File: src/rtl/vc_fifo_buffer_pkg.sv
// Shared constants and types for the multi-VC router input buffer.
package vc_fifo_buffer_pkg;

    localparam int TAM_FLIT       = 8;
    localparam int TAM_BUFFER     = 4;
    localparam int NUM_VC_DEFAULT = 2;

    // Per-VC queue operation, encoded as {inc, dec}.
    typedef enum logic [1:0] {
        Q_HOLD = 2'b00,
        Q_POP  = 2'b01,
        Q_PUSH = 2'b10,
        Q_BOTH = 2'b11
    } q_op_e;

endpackage

File: src/rtl/vc_fifo_buffer_queue_ctrl.sv
// Pointer and occupancy bookkeeping for one virtual channel, plus its occupancy checker.
module vc_queue_ctrl
    import vc_fifo_buffer_pkg::*;
#(
    parameter int DEPTH     = TAM_BUFFER,
    parameter int AFULL_LVL = DEPTH - 1,
    parameter int CW        = $clog2(DEPTH) + 1,
    parameter int PW        = $clog2(DEPTH)
) (
    input  logic          clock,
    input  logic          reset,
    input  logic          inc,
    input  logic          dec,
    output logic [PW-1:0] wr_ptr,
    output logic [PW-1:0] rd_ptr,
    output logic [CW-1:0] count,
    output logic          full,
    output logic          empty,
    output logic          afull
);

    logic [PW-1:0] wr_ptr_r, rd_ptr_r, wr_nxt_s, rd_nxt_s;
    logic [CW-1:0] count_r, count_nxt_s;
    logic          full_r, empty_r, afull_r;

    function automatic logic [PW-1:0] ptr_wrap(input logic [PW-1:0] p);
        ptr_wrap = (p == PW'(DEPTH - 1)) ? {PW{1'b0}} : p + PW'(1);
    endfunction

    // Next pointers and occupancy from the inc/dec strobes.
    always_comb begin
        wr_nxt_s    = wr_ptr_r;
        rd_nxt_s    = rd_ptr_r;
        count_nxt_s = count_r;
        if (inc) begin
            wr_nxt_s = ptr_wrap(wr_ptr_r);
        end else begin
            wr_nxt_s = wr_ptr_r;
        end
        if (dec) begin
            rd_nxt_s = ptr_wrap(rd_ptr_r);
        end else begin
            rd_nxt_s = rd_ptr_r;
        end
        case ({inc, dec})
            Q_PUSH:         count_nxt_s = count_r + CW'(1);
            Q_POP:          count_nxt_s = count_r - CW'(1);
            Q_HOLD, Q_BOTH: count_nxt_s = count_r;
            default:        count_nxt_s = count_r;
        endcase
    end

    // Status flags are registered alongside the count so they never lag it.
    always_ff @(posedge clock) begin
        if (reset) begin
            wr_ptr_r <= {PW{1'b0}};
            rd_ptr_r <= {PW{1'b0}};
            count_r  <= {CW{1'b0}};
            full_r   <= 1'b0;
            empty_r  <= 1'b1;
            afull_r  <= 1'b0;
        end else begin
            wr_ptr_r <= wr_nxt_s;
            rd_ptr_r <= rd_nxt_s;
            count_r  <= count_nxt_s;
            full_r   <= (count_nxt_s == CW'(DEPTH));
            empty_r  <= (count_nxt_s == {CW{1'b0}});
            afull_r  <= (count_nxt_s >= CW'(AFULL_LVL));
        end
    end

    assign wr_ptr = wr_ptr_r;
    assign rd_ptr = rd_ptr_r;
    assign count  = count_r;
    assign full   = full_r;
    assign empty  = empty_r;
    assign afull  = afull_r;

    vc_queue_chk #(.DEPTH(DEPTH), .CW(CW)) u_chk (
        .clock (clock),
        .reset (reset),
        .count (count_r)
    );

endmodule

module vc_queue_chk #(
    parameter int DEPTH = 4,
    parameter int CW    = 3
) (
    input logic          clock,
    input logic          reset,
    input logic [CW-1:0] count
);

    a_count_range: assert property (@(posedge clock) disable iff (reset) count <= CW'(DEPTH));

endmodule

File: src/rtl/vc_fifo_buffer.sv
// Multi-virtual-channel input buffer: NUM_VC circular flit queues sharing one storage array.
module vc_fifo_buffer
    import vc_fifo_buffer_pkg::*;
#(
    parameter int WIDTH     = TAM_FLIT,
    parameter int DEPTH     = TAM_BUFFER,
    parameter int NUM_VC    = NUM_VC_DEFAULT,
    parameter int AFULL_LVL = DEPTH - 1,
    localparam int VCW      = (NUM_VC > 1) ? $clog2(NUM_VC) : 1,
    localparam int CW       = $clog2(DEPTH) + 1,
    localparam int PW       = $clog2(DEPTH)
) (
    input  logic                 clock,
    input  logic                 reset,
    input  logic                 push,
    input  logic [VCW-1:0]       push_vc,
    input  logic [WIDTH-1:0]     tail,
    input  logic                 pull,
    input  logic [VCW-1:0]       pull_vc,
    output logic [NUM_VC*WIDTH-1:0] head_vec,
    output logic [NUM_VC*CW-1:0] counter_vec,
    output logic [NUM_VC-1:0]    empty_vec,
    output logic [NUM_VC-1:0]    full_vec,
    output logic [NUM_VC-1:0]    afull_vec,
    output logic [NUM_VC-1:0]    credit_vec,
    output logic                 overflow
);

    logic [WIDTH-1:0]  buff_r [NUM_VC][DEPTH];
    logic [PW-1:0]     wr_ptr_s [NUM_VC];
    logic [PW-1:0]     rd_ptr_s [NUM_VC];
    logic [NUM_VC-1:0] inc_s, dec_s;
    logic              push_in_range_s, pull_in_range_s;
    logic              push_ok_s, pull_ok_s, push_drop_s;
    logic [NUM_VC-1:0] credit_r;
    logic              overflow_r;

    assign push_in_range_s = ({1'b0, push_vc} < (VCW + 1)'(NUM_VC));
    assign pull_in_range_s = ({1'b0, pull_vc} < (VCW + 1)'(NUM_VC));

    // Request decode: a full VC still accepts a push when it is popped in the same cycle.
    always_comb begin
        pull_ok_s   = 1'b0;
        push_ok_s   = 1'b0;
        push_drop_s = 1'b0;
        inc_s       = {NUM_VC{1'b0}};
        dec_s       = {NUM_VC{1'b0}};
        if (!reset && pull && pull_in_range_s) begin
            pull_ok_s = !empty_vec[pull_vc];
        end else begin
            pull_ok_s = 1'b0;
        end
        if (!reset && push && push_in_range_s) begin
            if (!full_vec[push_vc] || (pull_ok_s && (pull_vc == push_vc))) begin
                push_ok_s = 1'b1;
            end else begin
                push_drop_s = 1'b1;
            end
        end else begin
            push_ok_s   = 1'b0;
            push_drop_s = 1'b0;
        end
        if (push_ok_s) begin
            inc_s[push_vc] = 1'b1;
        end else begin
            inc_s = {NUM_VC{1'b0}};
        end
        if (pull_ok_s) begin
            dec_s[pull_vc] = 1'b1;
        end else begin
            dec_s = {NUM_VC{1'b0}};
        end
    end

    genvar v;
    generate
        for (v = 0; v < NUM_VC; v++) begin : g_vc
            vc_queue_ctrl #(
                .DEPTH     (DEPTH),
                .AFULL_LVL (AFULL_LVL),
                .CW        (CW),
                .PW        (PW)
            ) u_ctrl (
                .clock  (clock),
                .reset  (reset),
                .inc    (inc_s[v]),
                .dec    (dec_s[v]),
                .wr_ptr (wr_ptr_s[v]),
                .rd_ptr (rd_ptr_s[v]),
                .count  (counter_vec[v*CW +: CW]),
                .full   (full_vec[v]),
                .empty  (empty_vec[v]),
                .afull  (afull_vec[v])
            );

            assign head_vec[v*WIDTH +: WIDTH] = buff_r[v][rd_ptr_s[v]];
        end
    endgenerate

    // Flit storage; contents are intentionally left uncleared by reset.
    always_ff @(posedge clock) begin
        if (push_ok_s) begin
            buff_r[push_vc][wr_ptr_s[push_vc]] <= tail;
        end
    end

    // Upstream credit and drop reporting pulses.
    always_ff @(posedge clock) begin
        if (reset) begin
            credit_r   <= {NUM_VC{1'b0}};
            overflow_r <= 1'b0;
        end else begin
            credit_r   <= dec_s;
            overflow_r <= push_drop_s;
        end
    end

    assign credit_vec = credit_r;
    assign overflow   = overflow_r;

endmodule

File: config.mk
export PLATFORM = sky130hd
export DESIGN_NAME = vc_fifo_buffer
export DESIGN_NICKNAME = d
export VERILOG_FILES = /design/src/rtl/vc_fifo_buffer_pkg.sv /design/src/rtl/vc_fifo_buffer_queue_ctrl.sv /design/src/rtl/vc_fifo_buffer.sv
export SDC_FILE = /design/constraint.sdc
export NUM_CORES = 1
export LEC_CHECK = 0
export CORE_ASPECT_RATIO = 0.5
export CORE_MARGIN = 4
export CORE_UTILIZATION = 54
export CTS_BUF_LIST = sky130_fd_sc_hd__clkbuf_16
export DETAILED_ROUTE_END_ITERATION = 6
export GPL_TIMING_DRIVEN = 0
export PLACE_DENSITY = 0.78
export SYNTH_ARGS = -nofsm -noshare
export SYNTH_HDL_FRONTEND = slang
export SYNTH_SLANG_ARGS = --single-unit
File: constraint.sdc
create_clock -name clock -period 4.3 [get_ports clock]
set_clock_uncertainty 0.15 [all_clocks]
set_input_delay 0.645 -clock clock [delete_from_list [all_inputs] [get_ports clock]]
set_output_delay 0.645 -clock clock [all_outputs]
set_load 0.01 [all_outputs]
==> flow_summary.rst, run 1 <==
.. list-table::
   :header-rows: 1

   * - Metric
     - Value
   * - Status
     - completed
   * - Post-CTS setup repair buffer count
     - 0
   * - Number of hold-repair buffers added at the cts stage
     - 0
   * - Kind of capture point of the worst setup path
     - register
   * - Power density normalized to cell area
     - 398.7 nW/um2
   * - Final sum of negative setup slack
     - 0 ps
   * - Prevailing post-synth register cell
     - edfxtp_1
   * - Fmax
     - 0.2846 GHz
   * - Detailed Routing Iterations Pass 1
     - 4
   * - Netlist cell types
     - 44
   * - Crit-path max cell delay
     - 550 ps
   * - Effective utilization at floorplan
     - 56.67%
   * - Least-Margin Pin Slew
     - 1199 ps
   * - Classification of the worst setup path
     - in2reg
   * - Crit path setup slack, layout
     - 785.7 ps
   * - Clock root buffer
     - clkbuf_16
   * - Antenna cell count
     - 0
   * - Number of global-route vias before repair
     - 1995
   * - Net total in the final layout
     - 289
   * - GRT overflow
     - 0
   * - Horizontal extent of the die
     - 121.7 um
   * - Count of vias placed by the detailed router
     - 1937
   * - Placeable Area
     - 6156 um2
   * - Drt drc
     - 0
   * - Clock insertion delay at the later pin of the skew report
     - 330 ps
   * - Clock buffers created by TritonCTS
     - 9
   * - Tot GR Track Use
     - 16.68%
   * - Post-Syn Area per Cell
     - 16.45 um2
   * - Largest net degree at the start of global routing
     - 16
   * - Post-Synthesis Net Count
     - 234
   * - Nature of the critical path startpoint
     - input port
   * - Endpoints failing setup
     - 0
   * - Yosys warns
     - 0
   * - Count of pins on the block boundary
     - 45
   * - Final HPWL from detailed placement
     - 4163 um
   * - Number of enable-type register cells in the synthesized netlist
     - 64
   * - # H-tree levels
     - 3
   * - Ratio of cells with drive above 1 in the final layout
     - 18.38%
   * - Sequential-to-total area share from yosys stat
     - 68.29%
   * - Mapped Cells
     - 212
   * - Cells resized by post-CTS repair
     - 0
   * - Number of input and output port buffers inserted
     - 44
   * - Post-synthesis instance area
     - 3488 um2
   * - Signed area change from the synthesized netlist to the final layout
     - 24.03%
   * - Detail Route Antenna Nets
     - 0
   * - Minimum period implied by the final worst setup slack
     - 3514 ps
   * - Final GP Congestion
     - 0.8106
   * - Final wirelength
     - 5998 um
   * - Core Rows
     - 20
   * - Maximum VDD drop
     - 0.0002286 V
   * - Number of storage elements in the synthesis netlist
     - 87
   * - Highest-delay cell along the critical path
     - or4b_1
   * - Pleak
     - 1.466 nW
   * - Number of fill cells
     - 405
   * - Final Core Density
     - 70.28%
   * - Initial antenna violation count
     - 0
   * - Total die area
     - 7888 um2
   * - Maximum net fanout on the critical path
     - 8
   * - Total number of clock tree sinks
     - 87
   * - Type of the tightest min-delay check
     - reg2reg
   * - List of cells traversed by the critical path
     - clkdlybuf4s50_1 > or4b_1 > buf_6 > a211o_4 > ha_1 > fa_1 > xnor2_1 > or4_1 > o211a_1
   * - Die boundary height
     - 64.84 um
   * - Crit path arrival time
     - 3590 ps
   * - Req. time, crit path
     - 4370 ps
   * - First-pass GRT wire length
     - 9860 um
   * - Max-slew violation count
     - 0
   * - Detailed router's first-iteration violation count
     - 146
   * - Clock transition at the register clock pins on the worst setup and hold paths after CTS
     - 60 ps
   * - Count of endpoints failing hold in the final timing report
     - 0
   * - Detailed-route vias per instance
     - 5.381
   * - Period Utilization, post-route
     - 81.73%
   * - Number of maximum-capacitance violations
     - 0
   * - Asr flop ratio synth
     - 0%
   * - TritonCTS clock tree
     - built
   * - Setup repair after global routing missed its margin
     - false
   * - Average wire length per cell after detail routing
     - 16.66 um
   * - Worst Setup Slack post-DPL
     - 467.1 ps
   * - Maximum count of clock buffers along a single path
     - 2
   * - Worst slew margin relative to its limit
     - 19.46%
   * - R2R Setup Slk
     - 1260 ps
-- area by class of cell --
class                           count  area [um2]  area share, %
Sequential cell                    87        2382          55.06
Clock buffer                        9       225.2          5.205
Inverter                            9       33.78         0.7808
Timing Repair Buffer               44       440.4          10.18
Clock inverter                      7       47.55          1.099
Tap cell                           88       110.1          2.545
Buffer                             14       85.08          1.966
Multi-Input combinational cell    102        1002          23.16
-- report_power, final --
group          internal, W  leakage, nW  switching, W  total (W)
clock network     0.000391        0.124      0.000310   0.000701
registers         0.000915        0.765    0.00000971   0.000924
logic            0.0000529        0.578     0.0000463  0.0000992
total              0.00136         1.47      0.000366    0.00172
-- per-stage QoR --
| step | cells | hold WS (ps) | area (um2) | power, W |
|---|---|---|---|---|
| finish | 360 | 394.8 | 4327 | 0.001725 |
| global route | 360 | 428.9 | 4327 | 0.001788 |
| CTS | 360 | 379.2 | 4312 | 0.001739 |
| detailed placement | 344 | 369.2 | 4039 | 0.001041 |
| global placement | 344 | 347.8 | 4039 | 0.001036 |
| floorplan | 212 | 320.7 | 3488 | 0.0009906 |
-- final timing paths --
check | start | end | depth (start not counted)
setup / recovery | reset | g_vc[0].u_ctrl.empty$_SDFF_PP1_ | 9
hold / removal | g_vc[1].u_ctrl.full$_SDFF_PP0_ | overflow$_SDFF_PP0_ | 2
hold reg to reg | g_vc[1].u_ctrl.full$_SDFF_PP0_ | overflow$_SDFF_PP0_ | 2
setup reg to reg | g_vc[0].u_ctrl.empty$_SDFF_PP1_ | g_vc[0].u_ctrl.empty$_SDFF_PP1_ | 8
-- worst max-delay path, delay by kind of cell --
family / cells / cell delay (ps)
AO/OA/AOI/OAI: 2 / 530
XOR/XNOR: 1 / 160
adder cells (fa/ha/maj): 2 / 620
buffers and inverters: 2 / 600
AND/OR/NAND/NOR: 2 / 1030
-- flip-flops by register name (all words and copies together) (netlist names) --
name / count
g_vc.u_ctrl.full: 2
buff_r: 64
g_vc.u_ctrl.wr_ptr: 4
g_vc.u_ctrl.empty: 2
overflow: 1
g_vc.u_ctrl.rd_ptr: 4
g_vc.u_ctrl.count: 6
credit_vec: 2
g_vc.u_ctrl.afull: 2
-- cells in the mapped netlist, types with 2 or more instances --
cell | instances | area (um2)
edfxtp_1 | 64 | 1922
dfxtp_1 | 23 | 460.4
mux4_2 | 16 | 360.4
nand2_1 | 15 | 56.30
a21oi_1 | 7 | 35.03
inv_1 | 7 | 26.28
buf_4 | 6 | 45.04
ha_1 | 6 | 75.07
nor2_1 | 5 | 18.77
clkbuf_1 | 4 | 15.01
nand2b_1 | 4 | 25.02
nor3_1 | 4 | 20.02
or3_1 | 4 | 25.02
mux2i_1 | 3 | 30.03
nand3_1 | 3 | 15.01
o211ai_1 | 3 | 22.52
and2_1 | 2 | 12.51
buf_2 | 2 | 10.01
fa_1 | 2 | 40.04
inv_2 | 2 | 7.510
nor2b_1 | 2 | 12.51
nor3b_1 | 2 | 15.01
nor3b_2 | 2 | 25.02
or4_1 | 2 | 15.01
xnor2_1 | 2 | 17.52
xor2_1 | 2 | 17.52
-- cells by family (layout without fill, tap and decap cells) --
logic type	after synthesis	in the layout	synth area share [%]
buf+inv	23	83	3.407
xor+xnor	4	4	1.004
simple gates	49	49	7.962
mux	21	21	11.84
flops	87	87	68.29
compound gates	20	20	4.197
fa+ha+maj	8	8	3.300
-- cell usage in the layout (no fill, tap or decap), types with 6 or more instances in the layout --
master           Yosys  layout
mux4_2              16      16
ha_1                 6       6
clkdlybuf4s50_1      0      44
clkbuf_16            0       9
inv_1                7       7
nand2_1             15      15
edfxtp_1            64      64
a21oi_1              7       7
dfxtp_1             23      23
buf_4                6       6
-- routing by layer --
metal  GRT usage, %  routed length (um)  vias up
met5              0                   0        -
met1          22.99                2843      958
met4          5.587                  59        0
li1               -                   -      920
met3          4.621                 259        4
met2          25.91                2835       55
Power figures use the tool's default switching activity.
==> run 2: changes to the inputs <==
--- a/config.mk
+++ b/config.mk
@@ -7,11 +7,11 @@
 export LEC_CHECK = 0
 export CORE_ASPECT_RATIO = 0.5
 export CORE_MARGIN = 4
-export CORE_UTILIZATION = 54
+export CORE_UTILIZATION = 49
 export CTS_BUF_LIST = sky130_fd_sc_hd__clkbuf_16
 export DETAILED_ROUTE_END_ITERATION = 6
 export GPL_TIMING_DRIVEN = 0
-export PLACE_DENSITY = 0.78
+export PLACE_DENSITY = 0.75
 export SYNTH_ARGS = -nofsm -noshare
 export SYNTH_HDL_FRONTEND = slang
 export SYNTH_SLANG_ARGS = --single-unit
==> constraint.sdc (replaced) <==
create_clock -name clock -period 3.1 [get_ports clock]
set_clock_uncertainty 0.15 [all_clocks]
set_input_delay 0.465 -clock clock [delete_from_list [all_inputs] [get_ports clock]]
set_output_delay 0.465 -clock clock [all_outputs]
set_load 0.01 [all_outputs]
==> run 2 against run 1 <==
Compared with the run above:
- via count is 2.4% higher
- clock power is 70% higher
- highest routed layer unchanged
- utilization is 4.7 points lower
- routed wire length is 4.6% higher
- sequential power is 39% higher
- global-route usage is 1.2 points lower
- clock-buffer cell count stayed put
- design area is 3.1% higher
==> flow_summary.rst, run 2 (same netlist as run 1, synthesis figures left out) <==
.. list-table::
   :header-rows: 1

   * - Metric
     - Value
   * - Status
     - completed
   * - Worst Setup Slack post-DPL
     - -572.1 ps
   * - Final GP Congestion
     - 0.7882
   * - Leading cell type in the layout, fill and taps excluded
     - edfxtp_1
   * - Top layer reached by signal wires
     - met4
   * - Period Utilization, post-route
     - 97.03%
   * - Ratio of cells with drive above 1 in the final layout
     - 21.74%
   * - Initial antenna violation count
     - 0
   * - Finished Cell Area
     - 4461 um2
   * - Detailed router's first-iteration violation count
     - 123
   * - Final sum of negative setup slack
     - 0 ps
   * - Maximum net fanout on the critical path
     - 5
   * - Drt drc
     - 0
   * - Detailed Routing Iterations Pass 1
     - 4
   * - Signed area change from the synthesized netlist to the final layout
     - 27.87%
   * - Met1 Routed Length
     - 2802 um
   * - Maximum count of clock buffers along a single path
     - 2
   * - Crit path arrival time
     - 3080 ps
   * - Setup repair after global routing missed its margin
     - false
   * - Clock insertion delay at the later pin of the skew report
     - 330 ps
   * - Count of pins on the block boundary
     - 45
   * - Power density normalized to cell area
     - 585.6 nW/um2
   * - Clock transition at the register clock pins on the worst setup and hold paths after CTS
     - 60 ps
   * - Critical register-to-register path endpoint
     - g_vc[0].u_ctrl.empty$_SDFF_PP1_
   * - Detailed-route vias per instance
     - 5.389
   * - # H-tree levels
     - 3
   * - Core Rows
     - 21
   * - Wire length on met3
     - 389 um
   * - Number of global-route vias before repair
     - 2019
   * - Tot GR Track Use
     - 15.52%
   * - Fmax
     - 0.3325 GHz
   * - Final wirelength
     - 6272 um
   * - Final HPWL from detailed placement
     - 4242 um
   * - Total cell area at the placement stage
     - 4044 um2
   * - Antenna cell count
     - 0
   * - FF-to-FF Start
     - g_vc[0].u_ctrl.empty$_SDFF_PP1_
   * - Number of flip-flops under the largest register name
     - 64
   * - Maximum VDD drop
     - 0.0002996 V
   * - Type of the tightest min-delay check
     - reg2reg
   * - Endpoints failing setup
     - 0
   * - Net total in the final layout
     - 294
   * - Final Core Density
     - 65.55%
   * - Detail Route Antenna Nets
     - 0
   * - Number of maximum-capacitance violations
     - 0
   * - Worst r2r path cells
     - 7
   * - Max-slew violation count
     - 0
   * - Minimum period implied by the final worst setup slack
     - 3008 ps
   * - Req. time, crit path
     - 3170 ps
   * - Kind of capture point of the worst setup path
     - register
   * - GRT overflow
     - 0
   * - Worst slew margin relative to its limit
     - 14.64%
   * - Timing endpoint of the critical path
     - g_vc[0].u_ctrl.empty$_SDFF_PP1_
   * - TritonCTS clock tree
     - built
   * - Commonest cells after routing, fill and taps aside
     - 64 x edfxtp_1, 41 x clkdlybuf4s50_1, 23 x dfxtp_1, 16 x mux4_2, 15 x nand2_1
   * - Number of hold-repair buffers added at the cts stage
     - 0
   * - Crit path setup slack, layout
     - 92.05 ps
   * - Total die area
     - 8615 um2
   * - R2R Setup Slk
     - 230 ps
   * - Clock root buffer
     - clkbuf_16
   * - Largest net degree at the start of global routing
     - 15
   * - Count of vias placed by the detailed router
     - 1983
   * - Placeable Area
     - 6805 um2
   * - Average wire length per cell after detail routing
     - 17.04 um
   * - Effective utilization at floorplan
     - 51.26%
   * - Pleak
     - 1.543 nW
   * - Number of input and output port buffers inserted
     - 44
   * - First-pass GRT wire length
     - 10010 um
   * - Total number of clock tree sinks
     - 87
   * - Startpoint of the worst setup timing path
     - reset
   * - Nature of the critical path startpoint
     - input port
   * - Least-Margin Pin Slew
     - 1278 ps
   * - Count of endpoints failing hold in the final timing report
     - 0
   * - Die boundary height
     - 67.66 um
   * - Clock buffers created by TritonCTS
     - 9
   * - Horizontal extent of the die
     - 127.3 um
   * - Routed length on met2
     - 2987 um
   * - Classification of the worst setup path
     - in2reg
## run 2: layout make-up
class / count / area [um2]
clock buffers: 9 / 225.2
fillers: 487 / 2345
inverters: 9 / 33.78
well taps: 92 / 115.1
flip-flops and latches: 87 / 2382
clock inverters: 6 / 110.1
plain buffers: 13 / 73.82
multi-input cells: 102 / 1031
repair buffers: 50 / 489.2
## run 2: where the power goes
| group | leakage [nW] | switching [W] | internal (W) |
|---|---|---|---|
| logic | 0.620 | 0.0000669 | 0.0000757 |
| registers | 0.765 | 0.0000135 | 0.00127 |
| clock network | 0.159 | 0.000406 | 0.000780 |
## run 2: worst max-delay path, cell delays in order
cell and delay, ps:
dlygate4sd2_1 260, or4b_4 590, a211o_4 370, ha_4 170
fa_2 370, xnor2_2 150, or4_4 550, o211a_1 140
## run 2: worst min path at each step
stage,startpoint,to,slack (ps),depth (start not counted)
after floorplan,g_vc[1].u_ctrl.full$_SDFF_PP0_,overflow$_SDFF_PP0_,320,2
after global placement,g_vc[1].u_ctrl.wr_ptr[1]$_SDFFE_PP0P_,g_vc[1].u_ctrl.wr_ptr[1]$_SDFFE_PP0P_,350,2
after detailed placement,g_vc[1].u_ctrl.full$_SDFF_PP0_,overflow$_SDFF_PP0_,370,2
after CTS,g_vc[1].u_ctrl.full$_SDFF_PP0_,overflow$_SDFF_PP0_,380,2
after global routing,g_vc[1].u_ctrl.full$_SDFF_PP0_,overflow$_SDFF_PP0_,400,2
final,g_vc[1].u_ctrl.full$_SDFF_PP0_,overflow$_SDFF_PP0_,380,2
## run 2: per-layer routing
metal,vias up,track usage [%]
met5,-,0
met1,977,19.32
met3,10,5.055
met2,66,26.57
met4,0,4.412
li1,930,-
## run 2: through the flow
step                hold slack (ps)  std cells  total power, W
finish                        382.3        368        0.002612
global route                  404.7        368        0.002702
CTS                           380.6        364        0.002635
detailed placement            368.6        348        0.001446
global placement              347.8        348        0.001438
floorplan                     320.7        212        0.001374
## run 2: repair_timing
item / in CTS / in global routing
endpoints found under the setup margin: 12 / 3
pin swaps: 1 / 6
buffers inserted: 1 / 5
gates resized for setup: 7 / 4
hold endpoints to repair: 0 / 0
==> run 3: changes to the inputs <==
==> constraint.sdc (replaced) <==
create_clock -name clock -period 3.1 [get_ports clock]
set_clock_uncertainty 0.15 [all_clocks]
set_input_delay 0.775 -clock clock [delete_from_list [all_inputs] [get_ports clock]]
set_output_delay 0.775 -clock clock [all_outputs]
set_load 0.01 [all_outputs]
==> run 3 against run 2 <==
Compared with the run above:
- hold slack improved by 3.1 ps
- combinational power barely moved
- die area did not move
- highest routed layer unchanged
- critical path depth rose by 2
- global-route usage rose by 0.78 points
- clock-buffer cell count did not move
- critical endpoint is now g_vc[1].u_ctrl.full$_SDFF_PP0_
- largest cell class unchanged
- worst setup slack improved by 6.8 ps
- clock power barely moved
- register-to-register slack improved by 140 ps
- sequential power barely moved
==> flow_summary.rst, run 3 (same netlist as run 1, synthesis figures left out) <==
.. list-table::
   :header-rows: 1

   * - Metric
     - Value
   * - Signed area change from the synthesized netlist to the final layout
     - 28.16%
   * - Setup repair after global routing missed its margin
     - true
   * - Effective utilization at floorplan
     - 51.26%
   * - Gate family responsible for the most delay along the worst path
     - adder cells
   * - Classification of the worst setup path
     - in2reg
   * - Net total in the final layout
     - 292
   * - Average wire length per cell after detail routing
     - 16.72 um
   * - Die boundary height
     - 67.66 um
   * - Highest-delay cell along the critical path
     - fa_1
   * - Status
     - completed
   * - Total die area
     - 8615 um2
   * - Horizontal extent of the die
     - 127.3 um
   * - Finished Cell Area
     - 4471 um2
   * - Kind of capture point of the worst setup path
     - register
   * - Maximum net fanout on the critical path
     - 8
   * - Pleak
     - 1.539 nW
   * - Total cell area at the placement stage
     - 4066 um2
   * - Detailed router's first-iteration violation count
     - 161
   * - Initial antenna violation count
     - 0
   * - Final GP Congestion
     - 0.7645
   * - Largest net degree at the start of global routing
     - 16
   * - Number of fill cells
     - 480
   * - Req. time, crit path
     - 3190 ps
   * - Count of vias placed by the detailed router
     - 1953
   * - Crit-path max cell delay
     - 380 ps
   * - Drt drc
     - 0
   * - Core Rows
     - 21
   * - Detail Route Antenna Nets
     - 0
   * - Detailed Routing Iterations Pass 1
     - 4
   * - Number of flip-flops under the largest register name
     - 64
   * - Type of the tightest min-delay check
     - reg2reg
   * - Clock insertion delay at the later pin of the skew report
     - 340 ps
   * - Number of global-route vias before repair
     - 2102
   * - Sum of internal, switching and leakage power
     - 0.002641 W
   * - List of cells traversed by the critical path
     - clkdlybuf4s15_2 > nand4bb_1 > clkbuf_1 > a211o_4 > ha_1 > inv_1 > fa_1 > xor2_1 > or3_1 > a221oi_1
   * - TritonCTS clock tree
     - built
   * - Worst slew margin relative to its limit
     - 48.14%
   * - Number of maximum-capacitance violations
     - 0
   * - Crit path arrival time
     - 3090 ps
   * - Final wirelength
     - 6138 um
   * - Endpoints failing setup
     - 0
   * - Period Utilization, post-route
     - 96.81%
   * - Clock buffers created by TritonCTS
     - 9
   * - Least-Margin Pin Slew
     - 774.6 ps
   * - Ratio of cells with drive above 1 in the final layout
     - 23.64%
   * - Total number of clock tree sinks
     - 87
   * - Commonest cells after routing, fill and taps aside
     - 64 x edfxtp_1, 41 x clkdlybuf4s50_1, 23 x dfxtp_1, 16 x mux4_2, 15 x nand2_1
   * - Count of endpoints failing hold in the final timing report
     - 0
   * - Worst path bufs/invs
     - 3
   * - Final HPWL from detailed placement
     - 4310 um
   * - Tot GR Track Use
     - 16.30%
   * - Clock transition at the register clock pins on the worst setup and hold paths after CTS
     - 60 ps
   * - Nature of the critical path startpoint
     - input port
   * - Fmax
     - 0.3332 GHz
   * - Detailed-route vias per instance
     - 5.322
   * - # H-tree levels
     - 3
   * - Count of pins on the block boundary
     - 45
   * - Maximum count of clock buffers along a single path
     - 2
   * - Placeable Area
     - 6805 um2
   * - Power density normalized to cell area
     - 590.6 nW/um2
   * - Number of input and output port buffers inserted
     - 44
   * - Maximum VDD drop
     - 0.0002932 V
   * - Clock root buffer
     - clkbuf_16
   * - Antenna cell count
     - 0
   * - First-pass GRT wire length
     - 10330 um
   * - GRT overflow
     - 0
   * - Leading cell type in the layout, fill and taps excluded
     - edfxtp_1
   * - Max-slew violation count
     - 0
   * - Minimum period implied by the final worst setup slack
     - 3001 ps
[run 3: worst reg2reg max path, delay by kind of cell, from the launching register on]
kind                       cells  cell delay, ps
DFF                            1             320
xor gates and xnor gates       1             190
adders and majority gates      2             560
buffers and inverters          2             360
AOI/OAI and AO/OA              2             550
and+or+nand+nor                2             490
[run 3: layout make-up]
cell class / count / area [um2] / area share [%]
Tap cell: 92 / 115.1 / 2.575
Inverter: 9 / 33.78 / 0.7557
Buffer: 13 / 73.82 / 1.651
Timing Repair Buffer: 48 / 467.9 / 10.47
Clock inverter: 7 / 118.9 / 2.659
Clock buffer: 9 / 225.2 / 5.038
Multi-Input combinational cell: 102 / 1054 / 23.57
Sequential cell: 87 / 2382 / 53.29
[run 3: metrics by stage]
| stage | setup slack, ps | utilization, % | hold WS [ps] | cells | setup TNS [ps] |
|---|---|---|---|---|---|
| floorplan | -145.9 | - | 320.7 | 212 | -325.4 |
| global placement | -746.5 | 59.75 | 344.8 | 348 | -32580 |
| detailed placement | -734.7 | 59.75 | 351.1 | 348 | -33210 |
| CTS | -5.413 | 65.31 | 373.2 | 367 | -25.88 |
| global route | -2.107 | 65.69 | 419.4 | 367 | -2.107 |
| finish | 98.85 | 65.69 | 385.5 | 367 | 0 |
[run 3: final timing paths]
| kind | startpoint | to | slack [ps] | depth (start not counted) |
|---|---|---|---|---|
| max | pull | g_vc[1].u_ctrl.full$_SDFF_PP0_ | 100 | 10 |
| min | g_vc[1].u_ctrl.full$_SDFF_PP0_ | overflow$_SDFF_PP0_ | 390 | 2 |
| max reg2reg | g_vc[1].u_ctrl.empty$_SDFF_PP1_ | g_vc[1].u_ctrl.full$_SDFF_PP0_ | 370 | 9 |
| min reg2reg | g_vc[1].u_ctrl.full$_SDFF_PP0_ | overflow$_SDFF_PP0_ | 390 | 2 |
[run 3: where the power goes]
part / switching [W] / internal [W] / total, W
sequential: 0.0000142 / 0.00127 / 0.00128
clock: 0.000425 / 0.000789 / 0.00121
combinational: 0.0000669 / 0.0000768 / 0.000144
total: 0.000506 / 0.00213 / 0.00264
[run 3: layer usage]
metal | share of wire [%] | wire length [um] | up-vias | GRT usage, %
li1 | - | - | 926 | -
met1 | 45 | 2739 | 964 | 19.93
met2 | 49 | 2999 | 53 | 26.96
met3 | 5.1 | 311 | 10 | 5.924
met4 | 1.4 | 87 | 0 | 6.417
met5 | 0 | 0 | - | 0
[run 3: repair_timing]
item	4_1_cts	5_1_grt
pin swaps	7	2
hold buffers	0	0
endpoints found under the setup margin	40	20
resized for setup	15	4
endpoints found under the hold margin	0	0
setup buffers	4	0
